**config.mk**
```make
export PLATFORM = sky130hd
export DESIGN_NAME = dmem_be_flat
export DESIGN_NICKNAME = d
export VERILOG_FILES = /design/src/rtl/dmem_be_if.sv /design/src/rtl/dmem_be.sv /design/src/flat_wrapper.sv
export SDC_FILE = /design/constraint.sdc
export NUM_CORES = 2
export LEC_CHECK = 0
export ABC_CLOCK_PERIOD_IN_PS = 2300
export BUFFER_PORTS_ARGS = -buffer_cell sky130_fd_sc_hd__buf_2
export CORE_MARGIN = 2
export CORE_UTILIZATION = 30
export DETAILED_ROUTE_END_ITERATION = 12
export PLACE_DENSITY = 0.41
export SETUP_SLACK_MARGIN = 0.5
export SLEW_MARGIN = 0
export SYNTH_ARGS = -nofsm -noshare
export SYNTH_HDL_FRONTEND = slang
export SYNTH_SLANG_ARGS = --single-unit
```
**constraint.sdc**
```tcl
create_clock -name clk -period 2.3 [get_ports clk]
set_input_delay 0.46 -clock clk [delete_from_list [all_inputs] [get_ports clk]]
set_output_delay 0.46 -clock clk [all_outputs]
set_load 0.01 [all_outputs]
```
**src/rtl/dmem_be_if.sv**
```systemverilog
// -----------------------------------------------------------------------------
// dmem_be_if -- request/response bundle between the MEM stage and dmem_be.
//
// Parameters: DATA_W (word width, multiple of 8), ADDR_W (byte-address width).
// Signals:
//   req, we, a, wd, be           request side, driven by the master (CPU)
//   rd, rvalid, ready,           response side, driven by the slave (memory)
//   misalign, oor
// Modports: master (CPU side), slave (memory side).
// -----------------------------------------------------------------------------
interface dmem_be_if #(
    parameter int DATA_W = 32,
    parameter int ADDR_W = 32
);
    localparam int BYTES = DATA_W / 8;

    logic              req;
    logic              we;
    logic [ADDR_W-1:0] a;
    logic [DATA_W-1:0] wd;
    logic [BYTES-1:0]  be;
    logic [DATA_W-1:0] rd;
    logic              rvalid;
    logic              ready;
    logic              misalign;
    logic              oor;

    modport master (
        output req, we, a, wd, be,
        input  rd, rvalid, ready, misalign, oor
    );

    modport slave (
        input  req, we, a, wd, be,
        output rd, rvalid, ready, misalign, oor
    );
endinterface

```
**src/rtl/dmem_be.sv**
```systemverilog
// -----------------------------------------------------------------------------
// dmem_be -- byte-enabled data memory for the MEM stage of the pipelined CPU.
//
// One access per cycle. Writes honour per-byte lane enables; reads return data
// RD_LAT (1 or 2) cycles after acceptance with a one-cycle rvalid pulse.
// Misaligned or out-of-range accesses suppress writes, return zero on reads and
// raise one-cycle misalign/oor pulses the cycle after acceptance.
//
// Parameters: DATA_W, DEPTH (power of two), ADDR_W, RD_LAT (1|2), INIT_FILE.
// Ports:
//   clk    clock, all state on the rising edge
//   rst_n  asynchronous active-low reset (memory array itself is not reset)
//   bus    dmem_be_if.slave: req/we/a/wd/be in; rd/rvalid/ready/misalign/oor out
//
// Build option: define DMEM_CLEAR_EN to add a clear state machine that zeroes
// every word (one per cycle, DEPTH cycles) after reset release; ready stays low
// until the walk finishes. Without it, ready rises on the first edge after reset
// release and contents are undefined until written. INIT_FILE is not loaded by
// this block; a non-empty value only produces an elaboration warning.
// -----------------------------------------------------------------------------
module dmem_be #(
    parameter int    DATA_W    = 32,
    parameter int    DEPTH     = 64,
    parameter int    ADDR_W    = 32,
    parameter int    RD_LAT    = 1,
    parameter string INIT_FILE = ""
) (
    input  logic      clk,
    input  logic      rst_n,
    dmem_be_if.slave  bus
);
    localparam int BYTES = DATA_W / 8;
    localparam int OFF_W = $clog2(BYTES);
    localparam int IDX_W = $clog2(DEPTH);
    // Extra bit so DEPTH*BYTES is representable even when it equals 2**ADDR_W.
    localparam logic [ADDR_W:0] LIMIT = (ADDR_W + 1)'(DEPTH * BYTES);

    generate
        if (INIT_FILE != "") begin : g_init_note
            $warning("dmem_be: INIT_FILE is not preloaded by this block");
        end
    endgenerate

    logic [DATA_W-1:0] mem [DEPTH];

    logic              ready;
    logic              acc;
    logic              rd_acc;
    logic              misal;
    logic              oor_hit;
    logic              legal;
    logic [IDX_W-1:0]  idx;
    logic [DATA_W-1:0] rd_word;

    logic              clr_active;
    logic [IDX_W-1:0]  clr_idx;

    logic              mem_we;
    logic [IDX_W-1:0]  mem_idx;
    logic [DATA_W-1:0] mem_wd;
    logic [BYTES-1:0]  mem_be;
    logic [BYTES-1:0]  lane_we;

    logic [DATA_W-1:0] rd_reg;
    logic              rvalid_reg;
    logic              misalign_reg;
    logic              oor_reg;

    // ---------------------------------------------------------------- decode
    assign acc    = bus.req & ready;
    assign rd_acc = acc & ~bus.we;
    assign idx    = bus.a[OFF_W +: IDX_W];

    generate
        if (OFF_W > 0) begin : g_off
            assign misal = |bus.a[OFF_W-1:0];
        end else begin : g_no_off
            assign misal = 1'b0;
        end
    endgenerate

    assign oor_hit = ({1'b0, bus.a} >= LIMIT);
    assign legal   = ~misal & ~oor_hit;

    // ------------------------------------------------- ready / clear control
`ifdef DMEM_CLEAR_EN
    typedef enum logic [0:0] {
        S_CLEAR = 1'b0,
        S_IDLE  = 1'b1
    } state_t;

    state_t           state_reg;
    state_t           state_next;
    logic [IDX_W-1:0] clr_idx_reg;
    logic [IDX_W-1:0] clr_idx_next;

    // Reset lands in CLEAR so an assertion mid-walk restarts it from word 0.
    always_ff @(posedge clk or negedge rst_n) begin
        if (!rst_n) begin
            state_reg   <= S_CLEAR;
            clr_idx_reg <= '0;
        end else begin
            state_reg   <= state_next;
            clr_idx_reg <= clr_idx_next;
        end
    end

    always_comb begin
        state_next   = state_reg;
        clr_idx_next = clr_idx_reg;
        clr_active   = 1'b0;
        case (state_reg)
            S_CLEAR: begin
                clr_active   = 1'b1;
                clr_idx_next = clr_idx_reg + IDX_W'(1);
                if (clr_idx_reg == IDX_W'(DEPTH - 1)) begin
                    state_next = S_IDLE;
                end
            end
            S_IDLE: begin
                state_next = S_IDLE;
            end
            default: begin
                state_next = S_CLEAR;
            end
        endcase
    end

    assign ready   = (state_reg == S_IDLE);
    assign clr_idx = clr_idx_reg;
`else
    logic ready_reg;

    always_ff @(posedge clk or negedge rst_n) begin
        if (!rst_n) begin
            ready_reg <= 1'b0;
        end else begin
            ready_reg <= 1'b1;
        end
    end

    assign ready      = ready_reg;
    assign clr_active = 1'b0;
    assign clr_idx    = '0;
`endif

    // ------------------------------------------------------------ write port
    // The clear walk owns the write port while active; bus accesses cannot be
    // accepted then because ready is low.
    always_comb begin
        mem_we  = 1'b0;
        mem_idx = idx;
        mem_wd  = bus.wd;
        mem_be  = bus.be;
        if (clr_active) begin
            mem_we  = 1'b1;
            mem_idx = clr_idx;
            mem_wd  = '0;
            mem_be  = '1;
        end else if (acc && bus.we && legal) begin
            mem_we  = 1'b1;
        end
    end

    generate
        for (genvar gi = 0; gi < BYTES; gi++) begin : g_lane
            assign lane_we[gi] = mem_we & mem_be[gi];
        end
    endgenerate

    always_ff @(posedge clk) begin
        for (int i = 0; i < BYTES; i++) begin
            if (lane_we[i]) begin
                mem[mem_idx][i*8 +: 8] <= mem_wd[i*8 +: 8];
            end
        end
    end

    // ------------------------------------------------------------- read path
    // Illegal reads still complete, but with zero data.
    assign rd_word = legal ? mem[idx] : '0;

    generate
        if (RD_LAT == 1) begin : g_lat1
            always_ff @(posedge clk or negedge rst_n) begin
                if (!rst_n) begin
                    rd_reg     <= '0;
                    rvalid_reg <= 1'b0;
                end else begin
                    rvalid_reg <= rd_acc;
                    if (rd_acc) begin
                        rd_reg <= rd_word;
                    end
                end
            end
        end else begin : g_lat2
            logic [DATA_W-1:0] p1_data_reg;
            logic              p1_vld_reg;

            // Data is captured at acceptance, so a later write cannot alter it.
            always_ff @(posedge clk or negedge rst_n) begin
                if (!rst_n) begin
                    p1_data_reg <= '0;
                    p1_vld_reg  <= 1'b0;
                    rd_reg      <= '0;
                    rvalid_reg  <= 1'b0;
                end else begin
                    p1_vld_reg <= rd_acc;
                    if (rd_acc) begin
                        p1_data_reg <= rd_word;
                    end
                    rvalid_reg <= p1_vld_reg;
                    if (p1_vld_reg) begin
                        rd_reg <= p1_data_reg;
                    end
                end
            end
        end
    endgenerate

    // ----------------------------------------------------------- error flags
    always_ff @(posedge clk or negedge rst_n) begin
        if (!rst_n) begin
            misalign_reg <= 1'b0;
            oor_reg      <= 1'b0;
        end else begin
            misalign_reg <= acc & misal;
            oor_reg      <= acc & oor_hit;
        end
    end

    assign bus.rd       = rd_reg;
    assign bus.rvalid   = rvalid_reg;
    assign bus.ready    = ready;
    assign bus.misalign = misalign_reg;
    assign bus.oor      = oor_reg;
endmodule

```
**src/flat_wrapper.sv**
```systemverilog
// flat-port wrapper written by rule: the top's interface ports become plain ports
module dmem_be_flat 
#(
    parameter int    DATA_W    = 32,
    parameter int    DEPTH     = 64,
    parameter int    ADDR_W    = 32,
    parameter int    RD_LAT    = 1,
    parameter string INIT_FILE = ""
)
  (clk, rst_n, bus_req, bus_we, bus_a, bus_wd, bus_be, bus_rd, bus_rvalid, bus_ready, bus_misalign, bus_oor);
  dmem_be_if #(.DATA_W(DATA_W), .ADDR_W(ADDR_W)) bus_i ();
  input  logic clk;
  input  logic rst_n;
  input wire logic [$bits(bus_i.req)-1:0] bus_req;
  input wire logic [$bits(bus_i.we)-1:0] bus_we;
  input wire logic [$bits(bus_i.a)-1:0] bus_a;
  input wire logic [$bits(bus_i.wd)-1:0] bus_wd;
  input wire logic [$bits(bus_i.be)-1:0] bus_be;
  output wire logic [$bits(bus_i.rd)-1:0] bus_rd;
  output wire logic [$bits(bus_i.rvalid)-1:0] bus_rvalid;
  output wire logic [$bits(bus_i.ready)-1:0] bus_ready;
  output wire logic [$bits(bus_i.misalign)-1:0] bus_misalign;
  output wire logic [$bits(bus_i.oor)-1:0] bus_oor;
  assign bus_i.req = bus_req;
  assign bus_i.we = bus_we;
  assign bus_i.a = bus_a;
  assign bus_i.wd = bus_wd;
  assign bus_i.be = bus_be;
  assign bus_rd = bus_i.rd;
  assign bus_rvalid = bus_i.rvalid;
  assign bus_ready = bus_i.ready;
  assign bus_misalign = bus_i.misalign;
  assign bus_oor = bus_i.oor;
  dmem_be #(.DATA_W(DATA_W), .DEPTH(DEPTH), .ADDR_W(ADDR_W), .RD_LAT(RD_LAT), .INIT_FILE(INIT_FILE)) u_core (.clk(clk), .rst_n(rst_n), .bus(bus_i));
endmodule
```
### Word level (Yosys, flattened, before mapping)

Memory sizes are Yosys's and may differ from the RTL's.
Index checks and enable logic that the tools add are counted.
Widths: inputs -> output; s select.

* flip-flop bits (word level): 36
* latch bits: 0
* memory bits (writable): 2048
* bits in read-only memories: 0
* output and inout port bits: 36
* memories kept: 1

* add/sub/neg operators: 0
* $mul: 0
* div/mod/pow operators: 0
* magnitude comparators: 1
* equal/unequal tests: 0
* shift operators: 0
* mux-type cells: 10
* bitwise gates (word level): 12
* reduce and logical (&&, ||, !) cells: 3

Memories
* u_core.mem: depth 64, width 32, read ports 1, clocked after memory_dff 0, wr ports 1, line dmem_be.sv:44 `logic [DATA_W-1:0] mem [DEPTH];`

Operators with widths (number)
* $ge 32x9->1 const B: 1
* $mux 32: 1
* $and 1x1->1: 9
* $mux 1: 9
* $not 1->1: 3
* $logic_and 1x1->1: 2
* $reduce_or 2->1: 1

### Longest topological paths before layout

* depth after elaboration: 8
* depth in mapped cells: 11
* gate-level depth less buffers: 6

### Least setup slack after synthesis

OpenSTA, ideal clock, no wires.

* kind: input to register
* start point: input bus_a[2]
* end point: memory u_core.mem[0][0], enable pin
* library setup time: 0.370 ns
* arrival: 2.175 ns
* data required time: 1.930 ns
* setup slack: -0.246 ns
* stages on the path: 8
* buffers on the path: 4
* path through: buf_6 > or2_2 > buf_2 > buf_2 > buf_2 > nor2_1 > nand2_1 > nor2_1

* word-level cells in the longest chain between the ends: 8

RTL lines
* from (decl): line flat_wrapper.sv:16 `input wire logic [$bits(bus_i.a)-1:0] bus_a;`
* $ge 32x9->1: line dmem_be.sv:82 `assign oor_hit = ({1'b0, bus.a} >= LIMIT);`
* $not 1->1: line dmem_be.sv:83 `assign legal = ~misal & ~oor_hit;`
* $and 1x1->1: line dmem_be.sv:83
* $logic_and 1x1->1: line dmem_be.sv:160 `end else if (acc && bus.we && legal) begin`
* $mux 1: line dmem_be.sv:160
* $and 1x1->1: line dmem_be.sv:167 `assign lane_we[gi] = mem_we & mem_be[gi];`
* $mux 1: line dmem_be.sv:173 `if (lane_we[i]) begin`
* $mux 1 (implied by the code): line dmem_be.sv:174 `mem[mem_idx][i*8 +: 8] <= mem_wd[i*8 +: 8];`
* to (decl): line dmem_be.sv:44

Parallel ways exist; a longest one is shown, timed or not.

### Final worst setup path

* start point: register u_core.ready_reg (netlist: u_core.bus.ready)
* end point: memory u_core.mem[23][20], enable pin

* word-level cells in the longest chain between the ends: 7

RTL lines
* from (decl): line dmem_be.sv:132 `logic ready_reg;`
* from (signal assigned): line dmem_be.sv:136 `ready_reg <= 1'b0;`
* from (signal assigned): line dmem_be.sv:138 `ready_reg <= 1'b1;`
* $and 1x1->1: line dmem_be.sv:70 `assign acc = bus.req & ready;`
* $logic_and 1x1->1 (2 in a row): line dmem_be.sv:160
* $mux 1: line dmem_be.sv:160
* $and 1x1->1: line dmem_be.sv:167
* $mux 1: line dmem_be.sv:173
* $mux 1 (implied by the code): line dmem_be.sv:174

No other way between the ends.

==> results.md <==
* Multiplexer area fraction after synthesis at under 10%
* Switching pwr at 18.76 mW
* Met2 wire len at 150.7 mm
* Fin nets at 5802
* DRC at 0
* TritonCTS buffer count at ~220
* First-pass GRT wire length at around 430 mm
* CTS max path bufs at 3
* Post-Route WL at roughly 320 mm
* Mean post-synth cell area at 17.83 um2
* Detailed Routing Iterations Pass 1 at 6
* Max VDD drop at 0.7492 mV
* Vias in the first global route at 49480
* Largest family of logic cells by synthesized area: compound AO/OA/AOI/OAI gates
* Final period util at 102.2%
* Crit path time final at 2.351 ns
* DRT antenna net count at 0
* DRT met1 WL at 142.8 mm
* Worst-path fanout max at 9
* Synthesized instance count at approximately 4500
* Syn. warnings at 0
* Clk pin slew, worst setup/hold paths at 0.06 ns
* Sw frac at between 20 and 25%
* Total GRT Usage at 23.13%
* Met3 wire len at around 20 mm
* XOR/XNOR Fraction of Synth Area at 0%
* Sequential fraction of design power at 50.3%
* Place WS at -1.013 ns
* CP Launch Type: flip-flop
* Post-DP Area at 0.09593 mm2
* Die ar. at 0.2732 mm2
* Die width at 522.7 um
* Unique masters post-synth at 74
* Seq/Total Area, Yosys at between 70 and 80%
* Number of H-tree levels at 4
* Cell Count, Final, Fillers Out at 9481
* RD Place Congestion at 0.9167
* #FFs+latches synth at 2084
* Failing checks: setup timing
* Final worst slack at -0.05093 ns
* Synthesized area at 0.08070 mm2
* Endpoints failing hold at 0
* Main flop type after synthesis: edfxtp_1
* Starting density of the core at 30.15%
* Largest net degree at the start of global routing at 65
* Initial antenna violation count at 16
* Area Growth Syn to Fin at 32.37%
* Number of flip-flops under the largest register name at 2048
* Placed insts at 9004
* Clock network power share at between 40 and 50%
* FFs w/ async S/R, synth at 1.727%
* Comb pwr share at 6.5%
* Congestion Overflow GR at 0
* Setup_tns at -2.169 ns
* Crit Path Category: flip-flop to flip-flop
* Hold Crit Class: input pin to flip-flop
* EDFF count, synth at 2048
* Top routing layer in use: met5
* FILL cells at 24620
* Routed via count at 50490
* Hpwl dp at 223.8 mm
* Worst-Skew Late Latency at 0.89 ns
* CP required at 2.87 ns
* Die extent in y at 522.7 um
* Status: complete, but fails checks
* CP Capture Type: flip-flop
* Compound-cell area share of the yosys netlist at 8.541%
* Buffers on Ports at 107
* Max-cap viol count at 0
* Syn_nets at roughly 4600
* Setup violators final at 132
* Leak pwr at 35.34 nW
* Slew HR at between 20% and 30%
* Arrival time at the worst endpoint at 2.92 ns
* Fmax at approximately 0.43 GHz
* Post-detailed-route wirelength per cell at between 30 and 40 um
* Clock Sinks at 2084
* Worst Max-Slew Pin Slew at approximately 1.1 ns
* Worst hold slack at between 0.05 and 0.06 ns
* Rows at 190
* Clock Skew at 0.06713 ns
* Unrepaired setup endpoints after global routing: yes
* Routed vias/inst at 5.326
* Max Slew Vio Count at 0
* Adder-Cell Fraction of Synth Area at 0%
* Clock root buffer: clkbuf_16
* Finished layout cell area at around 0.11 mm2
* Int Pwr at 64.10 mW
* Pwr dens at 775.7 mW/mm2
* CTS tree: yes
* Placeable core region at 0.2677 mm2
* Fraction of layout instances using a drive strength above 1 at 36.50%
* IO Count at roughly 110
* Simple logic cell fraction of the synthesized area at roughly 3.6%
* 1st-iter DRT viols at slightly below 6000
## metrics by stage
step	power [mW]	utilization (%)
2_1_floorplan	44.41	-
3_3_place_gp	47.75	35.84
3_5_place_dp	47.77	35.84
4_1_cts	83.47	39.16
5_1_grt	85.11	39.91
6_report	82.87	39.91
## placed cells by master (no fill, tap or decap), types with 93 or more instances in the layout
cell type,count
nor2_4,171
mux2i_1,139
mux4_2,168
buf_8,93
nand2_1,196
buf_2,103
mux2_2,100
clkbuf_16,239
buf_12,274
o22ai_1,362
a21oi_1,125
edfxtp_1,2048
nor2_1,150
o221ai_1,98
o21ai_0,135
buf_4,733
## cell families (layout without fill, tap and decap cells)
| kind of cell | Yosys count | after routing |
|---|---|---|
| buffers and inverters | 320 | 1716 |
| other | 1 | 6 |
| AND/OR/NAND/NOR | 684 | 685 |
| AO/OA/AOI/OAI | 1019 | 1019 |
| flip-flops | 2084 | 2084 |
| multiplexers | 419 | 419 |
## worst paths after layout
kind	startpoint	endpoint	slack [ns]	cells past startpoint
worst min-delay path	bus_wd[22]	u_core.mem[10][22]	0.06	1
worst min register to register	u_core.bus.rd[28]	u_core.bus.rd[28]	0.59	1
min in group asynchronous	rst_n	u_core.bus.rd[18]	0.13	2
max in group asynchronous	rst_n	u_core.bus.rd[11]	1.55	3
worst max register to register	u_core.bus.ready	u_core.mem[23][20]	-0.05	10
worst max-delay path	u_core.bus.ready	u_core.mem[23][20]	-0.05	10
## cell type report
class | instances | area (um2) | area share [%]
sequential | 2084 | 62400 | 58.41
multi-input combinational | 2124 | 18390 | 17.21
timing repair buffer | 1288 | 14300 | 13.38
clock buffer | 295 | 6025 | 5.639
tap | 3552 | 4444 | 4.160
clock inverter | 124 | 1224 | 1.145
inverter | 9 | 40.04 | 0.03748
antenna | 5 | 12.51 | 0.01171
## cell usage after synthesis (all sizes together), types with 4 or more instances
master	n	area, um2
a2111oi	10	87.58
a211o	4	35.03
a211oi	35	262.8
a21oi	127	635.6
a221o	9	90.09
a221oi	24	210.2
a22o	12	105.1
a22oi	67	503.0
a2bb2oi	12	105.1
a31oi	7	43.79
a32o	22	220.2
a32oi	4	35.03
and3	10	62.56
and3b	5	43.79
buf	225	1548
clkbuf	86	324.1
dfrtp	36	900.9
edfxtp	2048	61500
inv	9	33.78
mux2	100	1126
mux2i	139	1391
mux4	180	4099
nand2	209	787.0
nand2b	6	37.54
nand3	15	75.07
nand3b	5	37.54
nor2	356	1341
nor2b	9	56.30
nor3	21	110.1
nor3b	7	52.55
nor4	17	106.4
o211ai	17	127.6
o21ai	141	705.7
o221ai	100	875.8
o22a	22	192.7
o22ai	366	2290
o31ai	11	82.58
o32ai	8	70.07
or2	4	25.02
or3	4	25.02
or3b	6	52.55
## routing by layer
| metal | track usage (%) | vias up |
|---|---|---|
| met2 | 36.42 | 1946 |
| met3 | 3.380 | 397 |
| met5 | 0 | - |
| li1 | - | 21020 |
| met4 | 7.354 | 6 |
| met1 | 32.86 | 27120 |
## power groups by stage
stage	Sequential [mW]	Clock [mW]	Combinational, mW
after floorplan	42.5	0	1.91
after global placement	42.5	0	5.27
after detailed placement	42.5	0	5.28
after CTS	41.7	36.4	5.36
after global routing	41.7	37.9	5.58
final	41.7	35.8	5.38
## what timing repair did
| action | CTS | global route |
|---|---|---|
| endpoints found under the setup margin | 2116 | 2116 |
| pin swaps | 53 | 105 |
| gates resized for setup | 278 | 390 |
| hold endpoints to repair | 33 | 0 |
| setup buffers | 18 | 7 |
| gates cloned | 8 | 17 |
| hold buffers | 3 | 0 |
## worst max-delay path, cell delays in order, from the launching register on
cell and delay (ns):
dfrtp_1 0.36, buf_4 0.12, buf_6 0.09, nand4_1 0.08, buf_4 0.16, nor3_4 0.18
buf_6 0.21, nand2_8 0.18, buf_12 0.23, nor2_1 0.15, buf_4 0.22
Note: power is estimated with default switching activity, not from simulation.
